**src/rtl/sswfmcw_chirp_seq.sv**
```systemverilog
// sswfmcw_chirp_seq: chirp sequencer with shadowed config, sweep accumulator and TX gating
module sswfmcw_chirp_seq #(
    parameter int C_ADD_MIN    = 13631,
    parameter int C_ADD_MAX    = 14331,
    parameter int C_STEP       = 1,
    parameter int C_BLANK_LEN  = 2867200,
    parameter int C_BURST      = 0,
    parameter int C_AUTO_START = 1
) (
    input  logic        CK_i,
    input  logic        XARST_i,
    input  logic        START_i,
    input  logic        STOP_i,
    input  logic        CFG_WE_i,
    input  logic [2:0]  CFG_ADDRs_i,
    input  logic [23:0] CFG_DATs_i,
    output logic [13:0] FREQ_ADDs_o,
    output logic        TX_EN_o,
    output logic        CHIRP_START_o,
    output logic        FRAME_DONE_o,
    output logic        BUSY_o,
    output logic [7:0]  CHIRP_IDXs_o,
    output logic        CFG_ERR_o
);
    typedef enum logic [1:0] {IDLE, SWEEP, BLANK} state_t;
    state_t      state, state_nx;
    logic [13:0] s_min, s_max, a_min, a_max;
    logic [11:0] s_step, a_step, step_e;
    logic [23:0] s_blank, a_blank, cnt, cnt_nx;
    logic [7:0]  s_burst, a_burst, idx_nx;
    logic [25:0] acc, acc_nx;
    logic        rel, auto_done, auto_req, go, ok;
    logic        tx_nx, cs_nx, fd_nx, err_nx;

    assign step_e      = (a_step == 12'd0) ? 12'd1 : a_step;
    assign auto_req    = (C_AUTO_START != 0) && rel && !auto_done;
    assign go          = (state == IDLE) && !STOP_i && (START_i || auto_req);
    assign ok          = s_min < s_max;
    assign FREQ_ADDs_o = acc[25:12];

    // staging bank writes; auto-start request lives for the first clock after reset release
    always_ff @(posedge CK_i or negedge XARST_i) begin
        if (!XARST_i) begin
            s_min     <= 14'(C_ADD_MIN);
            s_max     <= 14'(C_ADD_MAX);
            s_step    <= 12'(C_STEP);
            s_blank   <= 24'(C_BLANK_LEN);
            s_burst   <= 8'(C_BURST);
            rel       <= 1'b0;
            auto_done <= 1'b0;
        end else begin
            s_min     <= (CFG_WE_i && CFG_ADDRs_i == 3'd0) ? CFG_DATs_i[13:0] : s_min;
            s_max     <= (CFG_WE_i && CFG_ADDRs_i == 3'd1) ? CFG_DATs_i[13:0] : s_max;
            s_step    <= (CFG_WE_i && CFG_ADDRs_i == 3'd2) ? CFG_DATs_i[11:0] : s_step;
            s_blank   <= (CFG_WE_i && CFG_ADDRs_i == 3'd3) ? CFG_DATs_i : s_blank;
            s_burst   <= (CFG_WE_i && CFG_ADDRs_i == 3'd4) ? CFG_DATs_i[7:0] : s_burst;
            rel       <= 1'b1;
            auto_done <= auto_done | auto_req;
        end
    end

    // active bank takes the pre-write staging values on an accepted start
    always_ff @(posedge CK_i or negedge XARST_i) begin
        if (!XARST_i) begin
            a_min   <= 14'(C_ADD_MIN);
            a_max   <= 14'(C_ADD_MAX);
            a_step  <= 12'(C_STEP);
            a_blank <= 24'(C_BLANK_LEN);
            a_burst <= 8'(C_BURST);
        end else if (go && ok) begin
            a_min   <= s_min;
            a_max   <= s_max;
            a_step  <= s_step;
            a_blank <= s_blank;
            a_burst <= s_burst;
        end
    end

    // next state, accumulator, counters and pulse outputs
    always_comb begin
        state_nx = state;
        acc_nx   = acc;
        cnt_nx   = cnt;
        idx_nx   = CHIRP_IDXs_o;
        cs_nx    = 1'b0;
        fd_nx    = 1'b0;
        err_nx   = 1'b0;
        if (STOP_i) begin
            state_nx = IDLE;
            acc_nx   = {a_min, 12'h0};
        end else begin
            case (state)
                IDLE: begin
                    if (go && ok) begin
                        state_nx = SWEEP;
                        acc_nx   = {s_min, 12'h0};
                        idx_nx   = 8'd0;
                        cs_nx    = 1'b1;
                    end
                    err_nx = go && !ok;
                end
                SWEEP: begin
                    if (acc >= {a_max, 12'h0}) begin
                        state_nx = BLANK;
                        acc_nx   = {a_min, 12'h0};
                        cnt_nx   = (a_blank == 24'd0) ? 24'd0 : a_blank - 24'd1;
                    end else begin
                        acc_nx = acc + {14'h0, step_e};
                    end
                end
                BLANK: begin
                    cnt_nx = cnt - 24'd1;
                    if (cnt == 24'd0) begin
                        if (a_burst == 8'd0 || {1'b0, CHIRP_IDXs_o} + 9'd1 < {1'b0, a_burst}) begin
                            state_nx = SWEEP;
                            idx_nx   = CHIRP_IDXs_o + 8'd1;
                            cs_nx    = 1'b1;
                        end else begin
                            state_nx = IDLE;
                            fd_nx    = 1'b1;
                        end
                    end
                end
                default: state_nx = IDLE;
            endcase
        end
        tx_nx = state_nx == SWEEP;
    end

    // state register and registered outputs
    always_ff @(posedge CK_i or negedge XARST_i) begin
        if (!XARST_i) begin
            state         <= IDLE;
            acc           <= {14'(C_ADD_MIN), 12'h0};
            cnt           <= 24'd0;
            CHIRP_IDXs_o  <= 8'd0;
            TX_EN_o       <= 1'b0;
            CHIRP_START_o <= 1'b0;
            FRAME_DONE_o  <= 1'b0;
            BUSY_o        <= 1'b0;
            CFG_ERR_o     <= 1'b0;
        end else begin
            state         <= state_nx;
            acc           <= acc_nx;
            cnt           <= cnt_nx;
            CHIRP_IDXs_o  <= idx_nx;
            TX_EN_o       <= tx_nx;
            CHIRP_START_o <= cs_nx;
            FRAME_DONE_o  <= fd_nx;
            BUSY_o        <= state_nx != IDLE;
            CFG_ERR_o     <= err_nx;
        end
    end
endmodule
```
**config.mk**
```make
export PLATFORM = sky130hd
export DESIGN_NAME = sswfmcw_chirp_seq
export DESIGN_NICKNAME = d
export VERILOG_FILES = /design/src/rtl/sswfmcw_chirp_seq.sv
export SDC_FILE = /design/constraint.sdc
export NUM_CORES = 1
export LEC_CHECK = 0
export CORE_ASPECT_RATIO = 1.5
export CORE_MARGIN = 4
export CORE_UTILIZATION = 45
export CTS_CLUSTER_DIAMETER = 40
export DETAILED_ROUTE_END_ITERATION = 16
export GPL_ROUTABILITY_DRIVEN = 0
export SYNTH_ARGS = -nofsm -noshare
export SYNTH_HDL_FRONTEND = slang
export SYNTH_SLANG_ARGS = --single-unit
```
**constraint.sdc**
```tcl
create_clock -name CK_i -period 3.19 [get_ports CK_i]
set_clock_uncertainty 0.05 [all_clocks]
set_input_delay 0.638 -clock CK_i [delete_from_list [all_inputs] [get_ports CK_i]]
set_output_delay 0.638 -clock CK_i [all_outputs]
set_load 0.005 [all_outputs]
```
==> results of run 1 <==
==> worst max-delay path: stages, from the launching register on <==
cell      delay [ns]
dfrtp_1         0.41
nor4_2          0.30
a31o_2          0.23
ha_4            0.14
buf_4           0.10
a211oi_1        0.06
or3_1           0.41
a311oi_2        0.31
a41o_1          0.32
buf_4           0.15
nand3_1         0.07
xnor2_1         0.14
a221oi_1        0.26
nor3_1          0.08
==> cell type report <==
| class | count | area, sq um | area share |
|---|---|---|---|
| Clock buffer | 36 | 783.3 | 0.05805 |
| Clock inverter | 16 | 161.4 | 0.01196 |
| Inverter | 61 | 229.0 | 0.01697 |
| Multi-Input combinational cell | 762 | 5315 | 0.3940 |
| Sequential cell | 211 | 5365 | 0.3977 |
| Tap cell | 324 | 405.4 | 0.03005 |
| Timing Repair Buffer | 131 | 1232 | 0.09135 |
==> worst paths after layout <==
kind	from	end	slack, ns	cells after the start
max in group asynchronous	XARST_i	a_min[12]	2.19	2
worst max-delay path	a_step[2]	acc[25]	0.08	13
min in group CK_i	rel	auto_done	0.41	1
worst min-delay path	XARST_i	cnt[16]	0.004	1
worst min register to register	rel	auto_done	0.41	1
worst max register to register	a_step[2]	acc[25]	0.08	13
==> synth_stat cells, types with 22 or more instances <==
library cell / count / area, sq um
dfstp_2: 68 / 1787
o21ai_0: 106 / 530.5
nor2_1: 68 / 255.2
a21oi_1: 63 / 315.3
mux2_2: 89 / 1002
ha_1: 49 / 613.1
dfrtp_1: 143 / 3578
xnor2_1: 25 / 219.0
clkbuf_1: 46 / 172.7
nor3_1: 22 / 110.1
nand2_1: 119 / 446.7
inv_1: 61 / 229.0
==> registers in the layout (all words and copies together) (netlist names), 8 cells and up <==
signal and flops:
s_blank 24, s_burst 8, a_max 14, cnt 24, a_burst 8, s_step 12
a_step 12, s_min 14, a_blank 24, s_max 14, a_min 14, acc 26
CHIRP_IDXs_o 8
==> metrics by stage <==
| step | util | hold WS [ns] | area, sq um |
|---|---|---|---|
| floorplan | - | 0.2924 | 11120 |
| global placement | 0.5109 | 0.3877 | 12440 |
| detailed placement | 0.5109 | 0.3979 | 12440 |
| CTS | 0.5505 | 0.001918 | 13400 |
| global route | 0.5541 | 0.01968 | 13490 |
| finish | 0.5541 | 0.003536 | 13490 |
==> power groups by stage <==
| stage | combinational (uW) | clock (uW) | sequential (uW) |
|---|---|---|---|
| after floorplan | 2760 | 0 | 4460 |
| after global placement | 3970 | 0 | 4630 |
| after detailed placement | 4030 | 0 | 4650 |
| after CTS | 4070 | 3210 | 4630 |
| after global routing | 4590 | 3320 | 4790 |
| final | 4090 | 3140 | 4650 |
==> logic make-up after synthesis <==
kind of cell,after synthesis,share of synthesized area
AO/OA/AOI/OAI,274,0.1478
XOR/XNOR,43,0.03385
adder cells (fa/ha/maj),50,0.05691
buffers and inverters,129,0.04960
flip-flops,211,0.4823
multiplexers,97,0.09740
other,1,0.0003371
AND/OR/NAND/NOR,297,0.1318
==> metal layers <==
metal	up-vias	wire length (um)
met1	4205	11490
met3	57	846
met2	153	15500
met4	0	971
met5	-	0
li1	4077	-
==> placed cells by master (no fill, tap or decap), types with 6 or more instances in the layout <==
cell,n
nor4_1,8
a22oi_1,18
xor2_1,18
or3_1,6
o21a_1,7
a31oi_1,8
buf_4,65
nand4_1,6
nand3_1,13
a21oi_1,61
o21ai_0,105
inv_1,60
a21o_1,8
nand2b_1,6
inv_6,6
nor3_1,21
clkbuf_16,30
o21ai_1,14
dfrtp_1,143
dfstp_2,68
xnor2_1,25
nor2b_1,9
ha_1,48
mux2i_1,7
nor2_1,66
mux2_2,89
buf_12,8
nand2_1,119
a32oi_1,7
clkdlybuf4s50_1,57
a221oi_1,8
==> timing repair <==
action,in CTS,in global routing
gates resized for setup,4,16
pin swaps,0,12
buffers inserted,0,4
setup endpoints to repair,19,14
hold endpoints to repair,0,0
==> results.md, run 1 <==
- Status: completed
- Asr flop ratio synth: 1.000
- Setup ws final: 0.07763 ns
- Slew headroom: 0.4542
- Final HPWL DP: 20,880 um
- Maximum level of the CTS H-tree: 1
- Buffers on Ports: between 50 and 60
- Worst slew pin tran: 0.8171 ns
- Cell variety after synth: 74
- Sequential Power Share: 0.391
- P_int: between 7000 and 8000 uW
- DRT antenna net count: 0
- Pin count of the biggest net entering global routing: 100
- GR Util met2: 0.3898
- Io pins: 59
- TritonCTS clock tree: yes
- Clock power frac: 0.264
- Total Die Area: 27,350 sq um
- Worst EP arrival: 3.51 ns
- GRT Util Overall: 0.2128
- Register bit total from synthesis: around 210
- Final nets: 1,277
- Top Usage Layer GRT: met2
- Number of flops mapped to enable cells by yosys: 0
- Critical Path Sink Type: flop
- Syn Area/Cell: 10.09 sq um
- Iteration-0 DRC Markers: 397
- Post-Syn Instances: 1,102
- Post-cts hold buffer count: 0
- DRC violations left: 0
- Hold Path Class: primary input to async pin
- Clock root buffer: clkbuf_16
- Fin crit period: 3.112 ns
- Placement Setup Slack: -0.03157 ns
- First-pass GRT wire length: approximately 47,000 um
- Die Ht: around 200 um
- Pleak: 0.005737 uW
- Total CTS buffers: 28
- Share of total power in combinational logic: 0.345
- CP Data Required Time: 3.59 ns
- Total grt overflow: 0
- Sink Count: 211
- Maximum clock insertion buffer count: 3
- Yosys warns: 0
- Final setup TNS: 0 ns
- Mapped cell area: 11,120 sq um
- Switching Fraction: 0.3512
- Drt first pass iters: 4
- Fmax: 321.3 MHz
- Grt met1 use: 0.2590
- Share of cells above drive strength 1: 0.2564
- Vias per cell: 5.511
- PwrDens: 880.3 nW/um^2
- Ratio of final minimum period to clock period: 0.9757
- Initial antenna violation count: 0
- Clk slew on worst S/H paths: 0.06 ns
- Sequential fraction of the synthesis area: 0.4823
- Total power: 11,880 uW
- Total number of vias: 8,492
- Max Cap Violations: 0
- GR Util met3: 0.02006
- Critical path type: flop to flop
- Vias in the first global route: 8,726
- Site Rows: 70
- Final-report max-slew violation count: 0
- VDD IR-drop max: 0.5627 mV
- Initial Util: 0.4569
- Psw: 4171 uW
- Wire per inst: roughly 19 um
- Top_reg_cell synth: dfrtp_1
- Final setup fails: 0
- Area Overhead vs Synth: 21.28%
- Hold Vio Cnt, Final: 0
- CP Launch Type: flop
- Latest clock arrival within the worst-skew pair: 0.53 ns
- FILL cells: 2,215
- Synthesized net count: 1,184
- Worst-path fanout max: 4
- Total Wirelength: between 20,000 and 30,000 um
- Core Area: 24,350 sq um
- Ant diodes: 0
- Chip width: 136.4 um
- Placed Instances: 1,487
- Non-filler cells, final: 1,541
(Power assumes the default switching activity.)
==> inputs of run 2 (changes only) <==
--- a/config.mk
+++ b/config.mk
@@ -8,7 +8,7 @@
 export CORE_ASPECT_RATIO = 1.5
 export CORE_MARGIN = 4
 export CORE_UTILIZATION = 45
-export CTS_CLUSTER_DIAMETER = 40
+export CTS_CLUSTER_DIAMETER = 30
 export DETAILED_ROUTE_END_ITERATION = 16
 export GPL_ROUTABILITY_DRIVEN = 0
 export SYNTH_ARGS = -nofsm -noshare
==> results.md, run 2 (synthesized netlist as in run 1, its figures left out) <==
- Status: completed
- Fmax: 323.3 MHz (+0.61%)
- Post-cts hold buffer count: 0 (unchanged)
- Ant diodes: 0 (unchanged)
- Setup ws final: 0.09642 ns (+0.01879 ns)
- Initial antenna violation count: 0 (unchanged)
- Io pins: 59 (unchanged)
- CP Launch Type: flop
- Ratio of final minimum period to clock period: 0.9698 (-0.005890)
- Worst path max stage delay: 0.40 ns (about the same)
- Fin crit period: 3.094 ns (-0.01879 ns)
- Delay-heaviest family, CP: compound AO/OA/AOI/OAI gates
- Total Wirelength: 28,910 um (+0.39%)
- Crit path top cell by count: buf_4
- PwrDens: 926.4 nW/um^2 (+5.2%)
- Clock root buffer: clkbuf_16
- Maximum clock insertion buffer count: 3 (unchanged)
- DRC violations left: 0 (unchanged)
- Critical Path Sink Type: flop
- Total Die Area: 27,350 sq um (unchanged)
- Core Util, Final: 0.5711 (+0.01696)
- Pin count of the biggest net entering global routing: 100 (unchanged)
- Iteration-0 DRC Markers: 364 (-8.3%)
- Latest clock arrival within the worst-skew pair: 0.52 ns (about the same)
- CP Data Required Time: 3.57 ns (-0.02 ns)
- Total power: 12,880 uW (+8.5%)
- Drt first pass iters: 5 (+1)
- Die Ht: 200.6 um (unchanged)
- Sink Count: 211 (unchanged)
- Total grt overflow: 0 (unchanged)
- First-pass GRT wire length: 47,130 um (+1.2%)
- VDD IR-drop max: 0.5284 mV (-6.1%)
- Final-report max-slew violation count: 0 (unchanged)
- Largest register FFs: 26 (unchanged)
- Most common cell after layout, fill and taps aside: dfrtp_1
- Clk slew on worst S/H paths: 0.06 ns (about the same)
- Area Overhead vs Synth: 24.99%
- Share of cells above drive strength 1: 0.2746 (+0.01827)
- Hold Vio Cnt, Final: 0 (unchanged)
- FILL cells: 2,208 (-0.32%)
- Total number of vias: 8,559 (+0.79%)
- Total CTS buffers: 40 (+43%)
- Vias in the first global route: 8,922 (+2.2%)
- Slew headroom: 0.4721 (+0.01795)
- Core Area: 24,350 sq um (unchanged)
- Chip width: 136.4 um (unchanged)
- CP max-delay cell: or3_4
- Final nets: 1,290 (+1.0%)
- Initial Util: 0.4569 (unchanged)
- Worst slew pin tran: 0.7902 ns (-0.02687 ns)
- Worst-path fanout max: 4 (unchanged)
- RSZ-0062 raised after global routing: yes
- Worst EP arrival: 3.47 ns (-0.04 ns)
- Critical path type: flop to flop
- TritonCTS clock tree: yes
- Pleak: 0.005948 uW (+3.7%)
- Final HPWL DP: 20,880 um (unchanged)
- Maximum level of the CTS H-tree: 2 (+1)
- Critical-path cell list: nor3_2, buf_4, a31o_2, ha_1, buf_4, a211oi_1, or3_4, a311oi_4, a41o_1, nand3_1, xnor2_1, a221oi_1, nor3_1
- Biggest register: acc
- GRT Util Overall: 0.2172 (+0.004453)
- Site Rows: 70 (unchanged)
- Buffers on Ports: 58 (unchanged)
- Final setup fails: 0 (unchanged)
- Worst Path Buf+Inv: 2 (unchanged)
- Hold Path Class: primary input to async pin
- Max Cap Violations: 0 (unchanged)
- Vias per cell: 5.480 (-0.57%)
- Most frequent cells in the layout: 143 x dfrtp_1, 118 x nand2_1, 105 x o21ai_0
- Placement Setup Slack: -0.03157 ns (unchanged)
- DRT antenna net count: 0 (unchanged)
- Wire per inst: 18.51 um (-0.96%)
-- run 2: cell types whose count changed in the layout (fill, tap and decap cells not counted), moves of 2 or more --
cell / change
clkinv_2: +3
a221oi_1: -2
clkinv_4: +4
a221oi_2: +2
clkbuf_1: -5
clkbuf_16: +11
clkbuf_8: +2
clkinvlp_4: +3
-- run 2: layout make-up --
class                   instances  area (sq um)  share of cell area
repair buffers                132          1240             0.08917
clock buffers                  44          1067             0.07676
inverters                      61         229.0             0.01647
multi-input cells             762          5313              0.3821
clock inverters                28         285.3             0.02052
well taps                     324         405.4             0.02916
flip-flops and latches        211          5365              0.3859
-- run 2: power by group --
group / internal (uW) / switching (uW)
registers: 3820 / 809
clock network: 2640 / 1530
logic: 2020 / 2070
-- run 2: final timing paths --
check                             to  slack (ns)       from  cells past startpoint
min                          cnt[16]        0.02    XARST_i                      1
max reg2reg                  acc[25]         0.1  a_step[8]                     13
max                          acc[25]         0.1  a_step[8]                     13
min reg2reg                auto_done        0.41        rel                      1
max in group asynchronous    acc[22]        2.17    XARST_i                      2
min in group CK_i          auto_done        0.41        rel                      1
-- run 2: stage by stage --
stage / hold slack, ns / cell area [sq um] / setup TNS (ns) / cells
2_1_floorplan: 0.2924 / 11120 / 0 / 1102
3_5_place_dp: 0.3979 / 12440 / -0.07882 / 1487
6_report: 0.01644 / 13900 / 0 / 1562
4_1_cts: 0.01548 / 13810 / 0 / 1559
5_1_grt: 0.03323 / 13900 / -0.06370 / 1562
3_3_place_gp: 0.3877 / 12440 / -0.07961 / 1487
-- run 2: repair_timing --
| action | in CTS | in global routing |
|---|---|---|
| resized for setup | 4 | 15 |
| endpoints found under the setup margin | 19 | 14 |
| buffers inserted | 0 | 3 |
| pin swaps | 0 | 6 |
| cloned | 0 | 0 |
-- run 2: metal layers --
metal	share of wire	up-vias	track usage
li1	-	4121	-
met1	0.40	4184	0.2602
met2	0.53	185	0.3843
met3	0.037	69	0.03159
met4	0.040	0	0.09150
met5	0	-	0
==> inputs of run 3 (changes only) <==
--- a/config.mk
+++ b/config.mk
@@ -7,7 +7,7 @@
 export LEC_CHECK = 0
 export CORE_ASPECT_RATIO = 1.5
 export CORE_MARGIN = 4
-export CORE_UTILIZATION = 45
+export CORE_UTILIZATION = 30
 export CTS_CLUSTER_DIAMETER = 30
 export DETAILED_ROUTE_END_ITERATION = 16
 export GPL_ROUTABILITY_DRIVEN = 0
==> constraint.sdc (replaced) <==
create_clock -name CK_i -period 3.19 [get_ports CK_i]
set_clock_uncertainty 0.05 [all_clocks]
set_input_delay 0.319 -clock CK_i [delete_from_list [all_inputs] [get_ports CK_i]]
set_output_delay 0.319 -clock CK_i [all_outputs]
set_load 0.005 [all_outputs]
==> results.md, run 3 (synthesized netlist as in run 1, its figures left out) <==
- Status: completed
- Sequential Power Share: 0.355 (-0.005)
- Share of cells above drive strength 1: 0.2610 (-0.01366)
- R2R setup slack: 0.15 ns (+0.06 ns)
- Slew headroom: 0.3844 (-0.08775)
- Iteration-0 DRC Markers: 386 (+6.0%)
- Latest clock arrival within the worst-skew pair: 0.52 ns (about the same)
- Ratio of final minimum period to clock period: 0.9520 (-0.01773)
- Initial Util: 0.3032 (-0.1537)
- Worst-path fanout max: 5 (+1)
- Max Cap Violations: 0 (unchanged)
- Clock power frac: 0.327 (+0.003)
- Area Overhead vs Synth: 25.58%
- Vias in the first global route: 8,851 (-0.80%)
- Share of total power in combinational logic: 0.317 (about the same)
- Maximum level of the CTS H-tree: 2 (unchanged)
- DRC violations left: 0 (unchanged)
- Die Ht: 243.8 um (+22%)
- Vias per cell: 4.951 (-9.6%)
- CP Data Required Time: 3.54 ns (-0.03 ns)
- Drt first pass iters: 6 (+1)
- P_int: 8589 uW (+1.3%)
- Total grt overflow: 0 (unchanged)
- Critical Path Sink Type: flop
- Final HPWL DP: 21,670 um (+3.8%)
- Initial antenna violation count: 0 (unchanged)
- Hold Path Class: primary input to async pin
- Worst reg2reg path depth: 12 (-1)
- Largest register FFs: 26 (unchanged)
- Fmax: 329.3 MHz (+1.9%)
- Maximum clock insertion buffer count: 3 (unchanged)
- DRT antenna net count: 0 (unchanged)
- Site Rows: 86 (+23%)
- Most frequent cells in the layout: 143 x dfrtp_1, 119 x nand2_1, 105 x o21ai_0
- Clk slew on worst S/H paths: 0.06 ns (about the same)
- Clock root buffer: clkbuf_16
- Final-report max-slew violation count: 0 (unchanged)
- Worst EP arrival: 3.38 ns (-0.09 ns)
- Ant diodes: 0 (unchanged)
- GRT Util Overall: 0.1478 (-0.06938)
- Switching Fraction: 0.3364 (-0.005566)
- Worst reg2reg path startpoint: a_step[6]
- DP Area: 12,560 sq um (+0.97%)
- Sink Count: 211 (unchanged)
- Total CTS buffers: 37 (-7.5%)
- PwrDens: 926.5 nW/um^2 (about the same)
- Most common cell after layout, fill and taps aside: dfrtp_1
- Core Area: 36,690 sq um (+51%)
- VDD IR-drop max: 0.3865 mV (-27%)
- Io pins: 59 (unchanged)
- Hold Vio Cnt, Final: 0 (unchanged)
- CP Launch Type: flop
- Total power: 12,940 uW (+0.48%)
- Worst slew pin tran: 0.9200 ns (+0.1298 ns)
- Critical path type: flop to flop
- Pin count of the biggest net entering global routing: 71 (-29%)
- Buffers on Ports: 58 (unchanged)
- Total number of vias: 8,486 (-0.85%)
- Final instance area: 13,970 sq um (+0.47%)
- R2R Path End: acc[21]
- Wire per inst: 17.26 um (-6.8%)
- Fin crit period: 3.037 ns (-0.05655 ns)
- Chip width: 165.2 um (+21%)
- Biggest register: acc
- Psw: 4354 uW (-1.2%)
- First-pass GRT wire length: 47,170 um (about the same)
- TritonCTS clock tree: yes
- Total Die Area: 40,290 sq um (+47%)
- Total Wirelength: 29,580 um (+2.3%)
- Pleak: 0.005899 uW (-0.83%)
- Final nets: 1,284 (-0.47%)
- Final setup fails: 0 (unchanged)
run 3: cell types whose count changed in the layout (fill, tap and decap cells not counted), sizes merged:
cell and change:
dlygate4sd3 +1, inv -4, clkbuf +1, clkinv -4
buf -4, bufinv +4, clkinvlp -2
run 3: worst max-delay path by stage:
stage	startpoint	endpoint	cells after the start
global route	a_step[6]	acc[21]	12
finish	a_step[6]	acc[21]	12
floorplan	a_step[1]	acc[18]	12
global placement	a_step[4]	acc[18]	14
CTS	a_step[4]	acc[18]	14
detailed placement	a_step[4]	acc[18]	14
run 3: worst max-delay path: stages, from the launching register on:
cell and delay (ns):
dfrtp_1 0.38, nor4_2 0.31, a31o_2 0.21, ha_2 0.19, buf_4 0.11, a211oi_1 0.05
or3_1 0.39, a311oi_2 0.25, a41o_1 0.33, nand2_1 0.18, o21a_1 0.23, o21ai_1 0.14
a21oi_1 0.10
run 3: cell type report:
| class | instances | area (sq um) |
|---|---|---|
| inverter | 61 | 229.0 |
| timing repair buffer | 129 | 1157 |
| clock inverter | 22 | 332.8 |
| clock buffer | 45 | 1007 |
| sequential | 211 | 5365 |
| multi-input combinational | 762 | 5273 |
| fill | 3502 | 22720 |
| tap | 484 | 605.6 |
run 3: power by group through the flow:
stage	registers, uW	logic, uW	clock network, uW
5_1_grt	4740	4610	4430
2_1_floorplan	4460	2760	0
4_1_cts	4610	4110	4330
6_report	4600	4110	4240
3_3_place_gp	4610	3980	0
3_5_place_dp	4630	4070	0
run 3: per-stage QoR:
step / std cells / hold slack, ns / TNS, ns / utilization / setup slack [ns]
floorplan: 1102 / -0.02659 / 0 / - / 0.3612
global placement: 1645 / 0.3120 / 0 / 0.3423 / 0.1068
detailed placement: 1645 / 0.3193 / 0 / 0.3423 / 0.08956
CTS: 1713 / 0.3165 / 0 / 0.3793 / 0.01461
global route: 1714 / 0.3587 / -0.1157 / 0.3807 / -0.04666
finish: 1714 / 0.3076 / 0 / 0.3807 / 0.1530
run 3: repair_timing:
item / 4_1_cts / 5_1_grt
hold buffers: 1 / 0
buffers inserted: 0 / 1
gates resized for setup: 1 / 11
endpoints found under the setup margin: 1 / 20
hold endpoints to repair: 42 / 0
pin swaps: 0 / 5
run 3: per-layer routing:
metal / global-route usage / routed length [um] / up-vias
li1: - / - / 4091
met1: 0.1661 / 11760 / 4168
met2: 0.2707 / 15620 / 152
met3: 0.02572 / 1038 / 75
met4: 0.06144 / 1162 / 0
met5: 0 / 0 / -
